--- src/rtl/pipe_stage_reg_if.sv ---
// Valid/ready/data handshake bundle used on both sides of a pipeline stage register.
// master drives valid/data and observes ready; slave does the opposite.
interface pipe_stage_reg_if #(
   parameter int unsigned DATA_W = 64
);
   logic              valid;
   logic              ready;
   logic [DATA_W-1:0] data;

   modport master (output valid, output data, input ready);
   modport slave  (input valid, input data, output ready);
endinterface

--- src/rtl/pipe_stage_reg.sv ---
// Pipeline stage register with valid/ready handshake, synchronous flush and an
// optional 2-entry skid buffer (SKID=1) that makes upstream ready a pure register output.
module pipe_stage_reg #(
   parameter int unsigned       DATA_W      = 64,
   parameter logic [DATA_W-1:0] FLUSH_VALUE = '0,
   parameter bit                SKID        = 1'b1
) (
   input  logic                   clk,
   input  logic                   reset,
   input  logic                   flush,
   pipe_stage_reg_if.slave        in_bus,
   pipe_stage_reg_if.master       out_bus,
   output logic [1:0]             occupancy
);

   logic              m_valid, m_valid_nx;
   logic [DATA_W-1:0] m_data,  m_data_nx;
   logic              s_valid, s_valid_nx;
   logic [DATA_W-1:0] s_data,  s_data_nx;
   logic              ready;
   logic              accept;
   logic              emit;

   generate
      if (SKID) begin : g_skid_ready
         assign ready = !s_valid;
      end else begin : g_comb_ready
         assign ready = !m_valid | out_bus.ready;
      end
   endgenerate

   assign accept = in_bus.valid & ready;
   assign emit   = m_valid & out_bus.ready;

   always_comb begin
      m_valid_nx = m_valid;
      m_data_nx  = m_data;
      s_valid_nx = s_valid;
      s_data_nx  = s_data;
      if (flush) begin
         m_valid_nx = 1'b0;
         m_data_nx  = FLUSH_VALUE;
         s_valid_nx = 1'b0;
         s_data_nx  = FLUSH_VALUE;
      end else if (!SKID) begin
         if (accept) begin
            m_valid_nx = 1'b1;
            m_data_nx  = in_bus.data;
         end else if (emit) begin
            m_valid_nx = 1'b0;
         end
      end else if (!m_valid || emit) begin
         // M is free at this edge: refill from S first to keep acceptance order.
         if (s_valid) begin
            m_valid_nx = 1'b1;
            m_data_nx  = s_data;
            s_valid_nx = 1'b0;
         end else if (accept) begin
            m_valid_nx = 1'b1;
            m_data_nx  = in_bus.data;
         end else begin
            m_valid_nx = 1'b0;
         end
      end else if (accept) begin
         s_valid_nx = 1'b1;
         s_data_nx  = in_bus.data;
      end
   end

   always_ff @(posedge clk or posedge reset) begin
      if (reset) begin
         m_valid <= 1'b0;
         m_data  <= FLUSH_VALUE;
         s_valid <= 1'b0;
         s_data  <= FLUSH_VALUE;
      end else begin
         m_valid <= m_valid_nx;
         m_data  <= m_data_nx;
         s_valid <= s_valid_nx;
         s_data  <= s_data_nx;
      end
   end

   assign in_bus.ready  = ready;
   assign out_bus.valid = m_valid;
   assign out_bus.data  = m_data;
   assign occupancy     = {1'b0, m_valid} + {1'b0, s_valid};

endmodule

--- src/flat_wrapper.sv ---
// flat-port wrapper written by rule: the top's interface ports become plain ports
module pipe_stage_reg_flat 
#(
   parameter int unsigned       DATA_W      = 64,
   parameter logic [DATA_W-1:0] FLUSH_VALUE = '0,
   parameter bit                SKID        = 1'b1
)
  (clk, reset, flush, occupancy, in_bus_valid, in_bus_data, in_bus_ready, out_bus_valid, out_bus_data, out_bus_ready);
  pipe_stage_reg_if #(.DATA_W(DATA_W)) in_bus_i ();
  pipe_stage_reg_if #(.DATA_W(DATA_W)) out_bus_i ();
  input  logic clk;
  input  logic reset;
  input  logic flush;
  output logic [1:0] occupancy;
  input wire logic [$bits(in_bus_i.valid)-1:0] in_bus_valid;
  input wire logic [$bits(in_bus_i.data)-1:0] in_bus_data;
  output wire logic [$bits(in_bus_i.ready)-1:0] in_bus_ready;
  output wire logic [$bits(out_bus_i.valid)-1:0] out_bus_valid;
  output wire logic [$bits(out_bus_i.data)-1:0] out_bus_data;
  input wire logic [$bits(out_bus_i.ready)-1:0] out_bus_ready;
  assign in_bus_i.valid = in_bus_valid;
  assign in_bus_i.data = in_bus_data;
  assign in_bus_ready = in_bus_i.ready;
  assign out_bus_valid = out_bus_i.valid;
  assign out_bus_data = out_bus_i.data;
  assign out_bus_i.ready = out_bus_ready;
  pipe_stage_reg #(.DATA_W(DATA_W), .FLUSH_VALUE(FLUSH_VALUE), .SKID(SKID)) u_core (.clk(clk), .reset(reset), .flush(flush), .in_bus(in_bus_i), .out_bus(out_bus_i), .occupancy(occupancy));
endmodule
--- config.mk ---
export PLATFORM = sky130hd
export DESIGN_NAME = pipe_stage_reg_flat
export DESIGN_NICKNAME = d
export VERILOG_FILES = /design/src/rtl/pipe_stage_reg_if.sv /design/src/rtl/pipe_stage_reg.sv /design/src/flat_wrapper.sv
export SDC_FILE = /design/constraint.sdc
export NUM_CORES = 1
export LEC_CHECK = 0
export CAP_MARGIN = 20
export CELL_PAD_IN_SITES_DETAIL_PLACEMENT = 0
export CELL_PAD_IN_SITES_GLOBAL_PLACEMENT = 1
export CORE_MARGIN = 3
export CORE_UTILIZATION = 40
export DETAILED_ROUTE_END_ITERATION = 8
export GPL_TIMING_DRIVEN = 0
export PLACE_DENSITY = 0.83
export SYNTH_ARGS = -nofsm -noshare
export SYNTH_HDL_FRONTEND = slang
export SYNTH_SLANG_ARGS = --single-unit
--- constraint.sdc ---
create_clock -name clk -period 4.8 [get_ports clk]
set_input_delay 0.96 -clock clk [delete_from_list [all_inputs] [get_ports clk]]
set_output_delay 0.96 -clock clk [all_outputs]
set_load 0.02 [all_outputs]
==> results.py <==
metrics = {
    "power": {
        "p_total_mw": 3.063,
        "powerDensity_nw_per_um2": 384.7,
        "max-vdd-ir-drop_mv": 0.2100,
        "p_leak_nw": 3.538,
    },
    "job": {
        "drv_cap": 0,
    },
    "place": {
        "io_buffers": 135,
        "dp_hpwl_um": 9428,
        "post-place-ws_ns": 1.813,
        "gp_congestion": 0.7563,
        "placed_cells": 745,
    },
    "global_route": {
        "grt_pass1_wl_um": 22680,
        "grt_util_met2": 0.2800,
        "grt_max_degree": 91,
        "grt_util_all_layers": 0.1812,
        "use_met1": 0.2460,
        "antenna_found_initial": 0,
        "grt_pass1_vias": 4238,
        "grt_use_met3": 0.05160,
        "top_usage_layer": "met2",
        "grt-ovfl-total": 0,
    },
    "synth": {
        "synth_top_area_frac": 0.5712,
        "yosysTopAreaCell": "dfrtp_1",
        "seq_area_frac_synth": 0.5712,
        "synth.avg_cell_area_sq_um": 13.15,
        "syn-cell-area_sq_um": 5695,
        "syn_nets": 503,
        "synthCells": 433,
        "synth_seq_cells": 130,
        "synth_cell_types": 19,
        "yosys_warnings": 0,
        "synth_area_leaders": "dfrtp_1 57%, mux2_2 12%, mux2i_1 11%",
    },
    "cells_and_area": {
        "utilization": 0.5872,
        "nets": 658,
        "final_cells": 777,
        "n_fill_cell": 1074,
        "antenna_cells": 0,
        "syn_to_final_growth_pct": 39.78,
        "drive_gt1_frac": 0.2013,
    },
    "timing": {
        "worstMarginPinSlew_ns": 0.7841,
        "holdWs_ns": 0.4996,
        "min_period_ns": 3.201,
        "final.setup.worst_slack_ns": 1.599,
        "finalClockSkew_ns": 0.005369,
        "fmax_ghz": 0.3124,
        "slew-limit-headroom": 0.4753,
        "timing.final.hold_violations": 0,
        "slew_violations": 0,
        "post-route-period-util": 0.6668,
        "rsz0062_at_grt": "false",
        "setup_viol": 0,
    },
    "route": {
        "drt-pass1-iter-count": 5,
        "num_vias": 4071,
        "vias_per_cell": 5.239,
        "drt_wl_total_um": 13980,
        "wl_per_cell_um": 17.99,
        "drc": 0,
        "final_antenna_net_count": 0,
        "drt_iter0_drc": 293,
    },
    "critical_path": {
        "worst-r2r-cell-count": 5,
        "cp_max_fo": 10,
        "crit_required_ns": 3.84,
        "critPathLaunchType": "flop",
        "critPathKind": "flop to output port",
        "crit_path_end_kind": "output port",
        "critPathArrivalTime_ns": 2.24,
    },
    "floorplanning": {
        "io_pins": 137,
        "die_w_um": 125.3,
        "die-area_sq_um": 15710,
        "rows": 42,
        "start_util": 0.4201,
        "die_y_um": 125.3,
        "coreArea_sq_um": 13560,
    },
    "cts": {
        "post-cts-setup-buffers": 0,
        "h-tree-depth": 4,
        "cts.sinks": 130,
        "post_cts_resized": 0,
        "cts_buffers": 17,
        "clockRootBuffer": "clkbuf_16",
        "cts_hold_buf": 0,
        "clock_latency_ns": 0.41,
        "clk_path_buf_depth": 2,
        "clkTransAtPathRegs_ns": 0.05,
        "tritoncts": "yes",
    },
    "worst_hold_path": {
        "hold_depth": 1,
        "min_path_type": "flop to flop",
    },
    "outcome": {
        "status": "finished clean",
    },
}
-- worst max-delay path, cell delays in order, from the launching register on --
cell,delay (ns)
dfrtp_1,0.37
clkbuf_1,0.18
buf_2,0.31
buf_2,0.34
inv_1,0.07
clkdlybuf4s50_1,0.54
-- final cells by class --
cell class                 instances  area (sq um)  share of cell area
clock inverter                     9         173.9             0.02185
multi-input combinational        266          2240              0.2813
clock buffer                      23         488.0             0.06129
tap                              176         220.2             0.02766
inverter                           2         12.51            0.001572
sequential                       130          3253              0.4086
buffer                            35         195.2             0.02452
timing repair buffer             136          1379              0.1732
-- layout by cell type, fill, tap and decap left out, drive strengths merged --
master / instances
nor2: 66
inv: 3
nor2b: 1
nand2b: 1
or2: 1
and4bb: 1
mux2i: 64
clkdlybuf4s50: 135
ha: 1
clkinv: 3
a21oi: 2
a22o: 64
buf: 28
dfrtp: 130
bufinv: 5
mux2: 64
clkbuf: 31
nor3: 1
-- stage by stage --
| step | area [sq um] | TNS (ns) |
|---|---|---|
| after detailed placement | 7300 | 0 |
| after global placement | 7267 | -191.75 |
| after CTS | 7961 | 0 |
| after global routing | 7961 | 0 |
| after floorplan | 5695 | 0 |
| final | 7961 | 0 |
-- state kept, by name, summed over array words and instances, names as in the netlist --
name                  cells
u_core.s_data            64
u_core.out_bus.valid      1
u_core.s_valid            1
u_core.out_bus.data      64
-- Yosys cell counts (all sizes together) --
cell      n
nor2b     1
nor3      1
nor2     66
buf      27
a21oi     2
mux2i    64
or2       1
ha        1
clkbuf    8
inv       2
dfrtp   130
nand2b    1
mux2     64
a22o     64
and4bb    1
-- metal layers --
metal  up-vias  part of all wire
met2       102              0.48
met5         -                 0
met1      2086              0.46
met3        15             0.048
met4         0             0.015
li1       1868                 -
-- where the power goes --
| group | leakage, nW | switching (mW) | internal, mW | total, mW |
|---|---|---|---|---|
| logic | 1.47 | 0.204 | 0.218 | 0.422 |
| registers | 1.74 | 0.0337 | 1.16 | 1.19 |
| clock network | 0.328 | 0.473 | 0.976 | 1.45 |
| total | 3.54 | 0.711 | 2.35 | 3.06 |
-- final timing paths --
check,startpoint,to,slack [ns]
worst max-delay path,u_core.s_valid,in_bus_ready,1.60
worst min-delay path,u_core.out_bus.data[52],u_core.out_bus.data[52],0.50
worst max register to register,u_core.s_valid,u_core.s_data[3],2.77
worst min register to register,u_core.out_bus.data[52],u_core.out_bus.data[52],0.50
max in group asynchronous,reset,u_core.s_data[5],3.11
min in group asynchronous,reset,u_core.out_bus.data[20],0.92
-- kinds of logic after synthesis --
kind of cell,count (synthesis),synth area share
fa+ha+maj,1,0.002196
buf+inv,37,0.03559
compound gates,66,0.1022
mux,128,0.2390
simple gates,71,0.04987
flops,130,0.5712
(Power assumes the default switching activity.)
